**config.mk**
```make
export PLATFORM = sky130hd
export DESIGN_NAME = regfile_wb_arbiter
export DESIGN_NICKNAME = d
export VERILOG_FILES = /design/src/rtl/regfile_wb_arbiter.sv
export SDC_FILE = /design/constraint.sdc
export NUM_CORES = 1
export LEC_CHECK = 0
export CAP_MARGIN = 30
export CORE_ASPECT_RATIO = 2
export CORE_MARGIN = 4
export CORE_UTILIZATION = 40
export CTS_CLUSTER_DIAMETER = 30
export DETAILED_ROUTE_END_ITERATION = 8
export PLACE_DENSITY = 0.92
export RECOVER_POWER = 50
export SYNTH_ARGS = -nofsm -noshare
export SYNTH_HDL_FRONTEND = slang
export SYNTH_SLANG_ARGS = --single-unit
```
**constraint.sdc**
```tcl
create_clock -name i_clk -period 3.9 [get_ports i_clk]
set_input_delay 1.17 -clock i_clk [delete_from_list [all_inputs] [get_ports i_clk]]
set_output_delay 1.17 -clock i_clk [all_outputs]
set_load 0.02 [all_outputs]
```
**src/rtl/regfile_wb_arbiter.sv**
```systemverilog
// Round-robin arbiter sharing the register file write port among NUM_REQ writeback sources.
// Define REGFILE_WB_ARBITER_STATS_EN to add per-source grant and conflict statistics counters.
module regfile_wb_arbiter #(
  parameter int NUM_REQ    = 3,
  parameter int DATA_WIDTH = 32,
  parameter int SEL_WIDTH  = 4
) (
  input  logic                          i_clk,
  input  logic                          i_rst,
  input  logic                          i_stall,
  input  logic [NUM_REQ-1:0]            i_req_valid,
  input  logic [NUM_REQ*SEL_WIDTH-1:0]  i_req_sel,
  input  logic [NUM_REQ*DATA_WIDTH-1:0] i_req_data,
  output logic [NUM_REQ-1:0]            o_req_ready,
  output logic                          o_wr_en,
  output logic [SEL_WIDTH-1:0]          o_wr_sel,
  output logic [DATA_WIDTH-1:0]         o_wr_data,
`ifdef REGFILE_WB_ARBITER_STATS_EN
  input  logic                          i_stats_clr,
  output logic [NUM_REQ*16-1:0]         o_grant_count,
  output logic [15:0]                   o_conflict_count,
`endif
  output logic                          o_conflict
);

  localparam int PTR_W = (NUM_REQ > 1) ? $clog2(NUM_REQ) : 1;

  logic [PTR_W-1:0]      r_rr_ptr;
  logic                  r_wr_en;
  logic [SEL_WIDTH-1:0]  r_wr_sel;
  logic [DATA_WIDTH-1:0] r_wr_data;
  logic                  r_conflict;

  logic [NUM_REQ-1:0]    w_grant;
  logic [PTR_W-1:0]      w_gnt_idx;
  logic                  w_any;
  logic [SEL_WIDTH-1:0]  w_gnt_sel;
  logic [DATA_WIDTH-1:0] w_gnt_data;
  logic                  w_multi;

  // Scan offsets from the far end so the lowest offset from r_rr_ptr wins.
  always_comb begin : arb
    int         idx;
    logic [PTR_W-1:0] idx_p;
    idx       = 0;
    idx_p     = '0;
    w_grant   = '0;
    w_gnt_idx = '0;
    w_any     = 1'b0;
    if (!i_rst && !i_stall) begin
      for (int k = NUM_REQ - 1; k >= 0; k--) begin
        idx = int'(r_rr_ptr) + k;
        if (idx >= NUM_REQ) idx = idx - NUM_REQ;
        idx_p = PTR_W'(idx);
        if (i_req_valid[idx_p]) begin
          w_any     = 1'b1;
          w_gnt_idx = idx_p;
        end
      end
      if (w_any) w_grant[w_gnt_idx] = 1'b1;
    end
  end

  always_comb begin
    w_gnt_sel  = '0;
    w_gnt_data = '0;
    for (int i = 0; i < NUM_REQ; i++) begin
      if (w_grant[i]) begin
        w_gnt_sel  = i_req_sel[i*SEL_WIDTH +: SEL_WIDTH];
        w_gnt_data = i_req_data[i*DATA_WIDTH +: DATA_WIDTH];
      end
    end
  end

  assign w_multi     = ($countones(i_req_valid) > 1);
  assign o_req_ready = w_grant;

  always_ff @(posedge i_clk or posedge i_rst) begin
    if (i_rst) begin
      r_rr_ptr   <= '0;
      r_wr_en    <= 1'b0;
      r_wr_sel   <= '0;
      r_wr_data  <= '0;
      r_conflict <= 1'b0;
    end else begin
      if (w_any) begin
        r_rr_ptr  <= (w_gnt_idx == PTR_W'(NUM_REQ - 1)) ? '0 : w_gnt_idx + 1'b1;
        r_wr_en   <= (w_gnt_sel != '0);
        r_wr_sel  <= w_gnt_sel;
        r_wr_data <= w_gnt_data;
      end else begin
        r_wr_en   <= 1'b0;
      end
      if (!i_stall) r_conflict <= w_multi;
    end
  end

  assign o_wr_en    = r_wr_en;
  assign o_wr_sel   = r_wr_sel;
  assign o_wr_data  = r_wr_data;
  assign o_conflict = r_conflict;

`ifdef REGFILE_WB_ARBITER_STATS_EN
  logic [15:0] r_conflict_count;

  for (genvar g = 0; g < NUM_REQ; g++) begin : g_gcnt
    logic [15:0] r_gcnt;
    always_ff @(posedge i_clk or posedge i_rst) begin
      if (i_rst)                              r_gcnt <= '0;
      else if (i_stats_clr)                   r_gcnt <= '0;
      else if (w_grant[g] && r_gcnt != 16'hFFFF) r_gcnt <= r_gcnt + 16'd1;
    end
    assign o_grant_count[g*16 +: 16] = r_gcnt;
  end

  always_ff @(posedge i_clk or posedge i_rst) begin
    if (i_rst)
      r_conflict_count <= '0;
    else if (i_stats_clr)
      r_conflict_count <= '0;
    else if (!i_stall && w_multi && r_conflict_count != 16'hFFFF)
      r_conflict_count <= r_conflict_count + 16'd1;
  end

  assign o_conflict_count = r_conflict_count;
`endif

endmodule

```
======== Word level (Yosys, flattened, before mapping) ========
Cells that the tools add are included.
storage, ports and cells
  flip-flop bits (word level) ............. 40
  bits in latches ......................... 0
  bits in writable memories ............... 0
  memory bits (read-only) ................. 0
  input port bits ......................... 114
  output and inout port bits .............. 41
  word-level logic and storage cells ...... 62
  memories kept ........................... 0
cells by class
  add/sub/neg operators ................... 8
  multipliers ............................. 0
  div/mod/pow operators ................... 0
  order comparisons ....................... 9
  equal/unequal tests ..................... 1
  shifts and indexed selects .............. 0
  mux-type cells .......................... 34
  bitwise gates (word level) .............. 0
  reductions and logical operators ........ 5
operators with widths
  operator             count
  $mux 32              3
  $mux 2               12
  $lt 2x3->1 const B   4
  $mux 4               3
  $mux 1               10
  $bmux 1 s2           3
  $ge 3x2->1 const B   2
  $mux 3               2
  $sub 2x2->2 const B  3
  $reduce_bool 4->1    1
  $add 2x1->3          1
  $add 2x1->3 const B  1
  $add 2x2->3 const B  1
  $gt 3x1->1 const B   1
  $add 1x1->2          1
  $add 2x1->2 const B  1
  $demux 1 s2          1
  $eq 2x2->1 const B   1
  $ge 2x1->1 const B   1
  $ge 2x2->1 const B   1
  $logic_and 1x1->1    2
  $logic_not 1->1      2

======== Depth between registers and ports, before layout ========
  depth in word-level cells ............... 21
  mapped depth ............................ 9
  gate-level depth less buffers ........... 7

======== Worst setup path before layout ========
Ideal clock, no wire load.
  path type ............................... input port to output port
  start ................................... input port i_stall
  end ..................................... output port o_req_ready[0]
  data arrival time ....................... 2670 ps
  data required time ...................... 2730 ps
  setup slack ............................. 60 ps
  cell stages on the path ................. 6
  buffers on the path ..................... 3
  cells stage by stage .................... or2_2 clkbuf_1 or2_1 buf_4 buf_6 nor3_1
between the ends
  longest elaborated chain between the ends .. 3
ends and longest elaborated chain
  what                RTL line  RTL
  start: declaration  10        input logic i_stall,
  $logic_not 1->1     -
  $logic_and 1x1->1   50        if (!i_rst && !i_stall) begin
  $mux 3              50
  end: declaration    14        output logic [NUM_REQ-1:0] o_req_ready,
Every way passes these cells.

======== Final worst setup path ========
  start ................................... input port i_req_valid[1]
  end ..................................... output port o_req_ready[1]
between the ends
  longest elaborated chain between the ends .. 12
  elaborated cells on any way between the ends .. 21
  those cells by class .................... order compare (2); mux (18); reduce/logical (1)
ends and longest elaborated chain
  what                                                            RTL line  RTL
  start: declaration                                              11        input logic [NUM_REQ-1:0] i_req_valid,
  $bmux 1 s2                                                      55        if (i_req_valid[idx_p]) begin
  $mux 1 (not written as such)                                    55
  $mux 2 (3 in series)                                            55
  $mux 2                                                          50
  $lt 2x3->1 (not written as such) or $ge 2x1->1 (tied branches)  60        if (w_any) w_grant[w_gnt_idx] = 1'b1;
  $logic_and 1x1->1 (not written as such)                         60
  $mux 1 (not written as such)                                    60
  $demux 1 s2                                                     60
  $mux 3 (*)                                                      60
  $mux 3 (*)                                                      50
Mark *: on every way between the ends. The rest lies on a longest branch, timed or not. The select of a mux whose other input is x is not followed.

==> run_summary.xml <==
<?xml version="1.0" encoding="UTF-8"?>
<metrics>
  <group name="outcome">
    <metric name="run_status" unit="">finished clean</metric>
  </group>
  <group name="grt">
    <metric name="gr-usage-all-layers" unit="%">22.94</metric>
    <metric name="first_global_vias" unit="">3228</metric>
    <metric name="grt_pass1_wl" unit="um">15440</metric>
    <metric name="grt_start_max_net_pins" unit="">40</metric>
    <metric name="antenna_violations_before_repair" unit="">0</metric>
    <metric name="grt.overflow.total" unit="">0</metric>
  </group>
  <group name="sta">
    <metric name="min_tclk_post_route" unit="ps">3845</metric>
    <metric name="grt_setup_unrepaired" unit="">false</metric>
    <metric name="maxSlewHeadroom" unit="%">20.17</metric>
    <metric name="tns" unit="ps">0</metric>
    <metric name="highest_attainable_clock_frequency" unit="GHz">0.2601</metric>
    <metric name="final_count_of_hold_timing_violations" unit="">0</metric>
    <metric name="timing_worst_slew_pin_value" unit="ps">1198</metric>
    <metric name="finalClockSkew" unit="ps">2.683</metric>
    <metric name="final.period_utilization" unit="%">98.59</metric>
    <metric name="final-setup-viol-count" unit="">0</metric>
    <metric name="final-max-slew-violation-count" unit="">0</metric>
    <metric name="timing.hold.ws" unit="ps">473.3</metric>
  </group>
  <group name="synthesis">
    <metric name="syn-cell-area" unit="um2">2963</metric>
    <metric name="syn_inst" unit="">302</metric>
    <metric name="top_cells_by_area_synth" unit="">dfrtp_1, o31ai_2, a211oi_2</metric>
    <metric name="synth_nets" unit="">420</metric>
    <metric name="yosys.area.top_type" unit="">dfrtp_1</metric>
    <metric name="synth_sequential_area_ratio" unit="%">33.78</metric>
    <metric name="yosys_warnings" unit="">0</metric>
    <metric name="synthDistinctLibCells" unit="">37</metric>
    <metric name="proportion_of_netlist_area_held_by_the_largest_area_contributor" unit="%">33.78</metric>
    <metric name="postSynthAreaPerCell" unit="um2">9.811</metric>
    <metric name="synthFlopType" unit="">dfrtp_1</metric>
    <metric name="ys_async_sr_fraction" unit="%">100.0</metric>
    <metric name="synthTopCellsByCount" unit="">dfrtp_1, nor2_1, and3_1, o21ai_0, o31ai_2</metric>
    <metric name="synth-edff-count" unit="">0</metric>
    <metric name="ys_seq_elements" unit="">40</metric>
  </group>
  <group name="hold_path">
    <metric name="hold_class" unit="">flop to flop</metric>
    <metric name="min_delay_worst_endpoint" unit="">o_conflict</metric>
    <metric name="cell_depth_of_the_worst_min_delay_path" unit="">2</metric>
    <metric name="worstHoldStart" unit="">o_conflict</metric>
  </group>
  <group name="floorplanning">
    <metric name="io_pins" unit="">155</metric>
    <metric name="initial_utilization" unit="%">41.08</metric>
    <metric name="core" unit="um2">7212</metric>
    <metric name="fp.dieH" unit="um">129.7</metric>
    <metric name="die_ar" unit="um2">8931</metric>
    <metric name="core.rowCount" unit="">44</metric>
    <metric name="die_w" unit="um">68.86</metric>
  </group>
  <group name="worst_setup_path">
    <metric name="critPathMaxFanout" unit="">4</metric>
    <metric name="worstReg2RegStart" unit="">r_rr_ptr[0]</metric>
    <metric name="r2r.worst_path.cells" unit="">9</metric>
    <metric name="timing.critical_path.from" unit="">i_req_valid[1]</metric>
    <metric name="required" unit="ps">2730</metric>
    <metric name="reg2reg_setup_slack" unit="ps">1000</metric>
    <metric name="timing.setup.critical_path_class" unit="">input port to output port</metric>
    <metric name="crit_path_start_kind" unit="">input port</metric>
    <metric name="worstPathArrival" unit="ps">2670</metric>
    <metric name="crit-reg2reg-capture" unit="">o_wr_data[18]</metric>
    <metric name="crit_path_end_kind" unit="">output port</metric>
  </group>
  <group name="final_layout">
    <metric name="multi_input_gate_area" unit="um2">1717</metric>
    <metric name="layout.cell_area.non_filler" unit="um2">4644</metric>
    <metric name="drive_gt1_share" unit="%">19.69</metric>
    <metric name="reg_area" unit="um2">1001</metric>
    <metric name="fillerInstances" unit="">571</metric>
    <metric name="nNetsFinal" unit="">565</metric>
    <metric name="antennaDiodeCount" unit="">0</metric>
    <metric name="syn_to_final_growth" unit="%">56.76</metric>
  </group>
  <group name="clock_network">
    <metric name="cts.sinks" unit="">40</metric>
    <metric name="worstSkewPairLatency" unit="ps">280</metric>
    <metric name="clock_tree_from_tritoncts" unit="">yes</metric>
    <metric name="cts_buffer_depth" unit="">2</metric>
    <metric name="clk_transition_reported_paths" unit="ps">50</metric>
    <metric name="post_cts_buffers" unit="">0</metric>
    <metric name="cts-buffers-inserted" unit="">5</metric>
    <metric name="holdBufCountCts" unit="">0</metric>
    <metric name="clockRootBuffer" unit="">clkbuf_16</metric>
    <metric name="htreeDepth" unit="">2</metric>
  </group>
  <group name="detailed_routing">
    <metric name="post_drt_wl_per_cell" unit="um">19.01</metric>
    <metric name="detailedRoute.firstPassIterationCount" unit="">4</metric>
    <metric name="drc" unit="">0</metric>
    <metric name="avgViaCountPerCell" unit="">5.670</metric>
    <metric name="detail_route.iter0.violations" unit="">134</metric>
    <metric name="ant_nets" unit="">0</metric>
    <metric name="postRouteWirelength" unit="um">10250</metric>
    <metric name="num_vias" unit="">3056</metric>
  </group>
  <group name="power">
    <metric name="p_per_area" unit="nW/um2">714.0</metric>
    <metric name="worst_ir_drop_on_vdd" unit="mV">0.4570</metric>
    <metric name="power.static_leakage" unit="uW">0.001924</metric>
    <metric name="power.total" unit="uW">3316</metric>
  </group>
  <group name="flow_run">
    <metric name="max-cap-violations" unit="">0</metric>
  </group>
  <group name="placed_design">
    <metric name="detailedPlacementHpwl" unit="um">7423</metric>
    <metric name="gp_routability_congestion" unit="">0.8601</metric>
    <metric name="post_dp_cell_area" unit="um2">4513</metric>
    <metric name="io_buffers" unit="">154</metric>
  </group>
</metrics>
cell families after synthesis:
logic type               Yosys count  share of synthesized area [%]
AO/OA/AOI/OAI                    120                          37.20
AND/OR/NAND/NOR                   98                          17.95
flip-flops                        40                          33.78
buffers and inverters             37                          8.319
adder cells (fa/ha/maj)            4                          1.689
multiplexers                       3                          1.056
worst max-delay path: stages:
cell and delay, ps:
clkdlybuf4s50_1 490, o31a_1 210, a2111oi_4 70, or2_2 330, nor2_1 120, clkdlybuf4s15_2 280
per-layer routing:
layer	vias to the layer above	wire (um)	global-route usage, %
met3	36	676	3.531
li1	1420	-	-
met2	146	5699	42.29
met5	-	0	0
met1	1454	3403	23.37
met4	0	468	12.64
cell usage in the layout, fill, tap and decap left out, types with 3 or more instances in the layout:
| cell type | netlist | layout |
|---|---|---|
| a211oi_1 | 18 | 18 |
| dlygate4sd3_1 | 0 | 19 |
| o31ai_2 | 37 | 37 |
| a211oi_2 | 19 | 19 |
| inv_1 | 5 | 4 |
| o21ai_0 | 37 | 37 |
| dfrtp_1 | 40 | 40 |
| clkdlybuf4s50_1 | 0 | 130 |
| and3_1 | 38 | 37 |
| nor2_1 | 40 | 40 |
| o21ai_1 | 4 | 4 |
| buf_4 | 4 | 13 |
| ha_1 | 4 | 4 |
| clkbuf_16 | 0 | 5 |
| nor2b_1 | 3 | 3 |
power breakdown:
part           total, uW  switching (uW)  internal, uW
Clock                382             150           232
Sequential           708             100           607
Combinational       2230            1280           944
Total               3320            1530          1780
final cells by class:
class	count	share of cell area (%)
Clock buffer	6	2.775
Clock inverter	1	0.1078
Inverter	5	0.4041
Multi-Input combinational cell	225	36.96
Sequential cell	40	21.55
Tap cell	92	2.478
Timing Repair Buffer	170	35.72
worst max-delay path by stage:
stage	to	slack, ps	cells after the start
2_1_floorplan	o_req_ready[0]	60	6
3_3_place_gp	o_req_ready[0]	-510	6
3_5_place_dp	o_req_ready[1]	-580	7
4_1_cts	o_req_ready[2]	7	7
5_1_grt	o_req_ready[1]	20	6
6_report	o_req_ready[1]	60	6
sequential cells by signal (all words and copies together) (netlist names):
signal,flops
o_conflict,1
o_wr_data,32
o_wr_en,1
o_wr_sel,4
r_rr_ptr,2
per-stage QoR:
stage | util [%] | setup slack [ps] | instances
final | 64.40 | 55.07 | 539
after global routing | 64.40 | 24.12 | 539
after CTS | 64.54 | 7.025 | 539
after detailed placement | 62.58 | -581.6 | 532
after global placement | 62.58 | -505.3 | 532
after floorplan | - | 60.39 | 302
what timing repair did:
action	4_1_cts	5_1_grt
setup endpoints to repair	3	1
resized for setup	16	1
pin swaps	1	0
(Power assumes the default switching activity.)
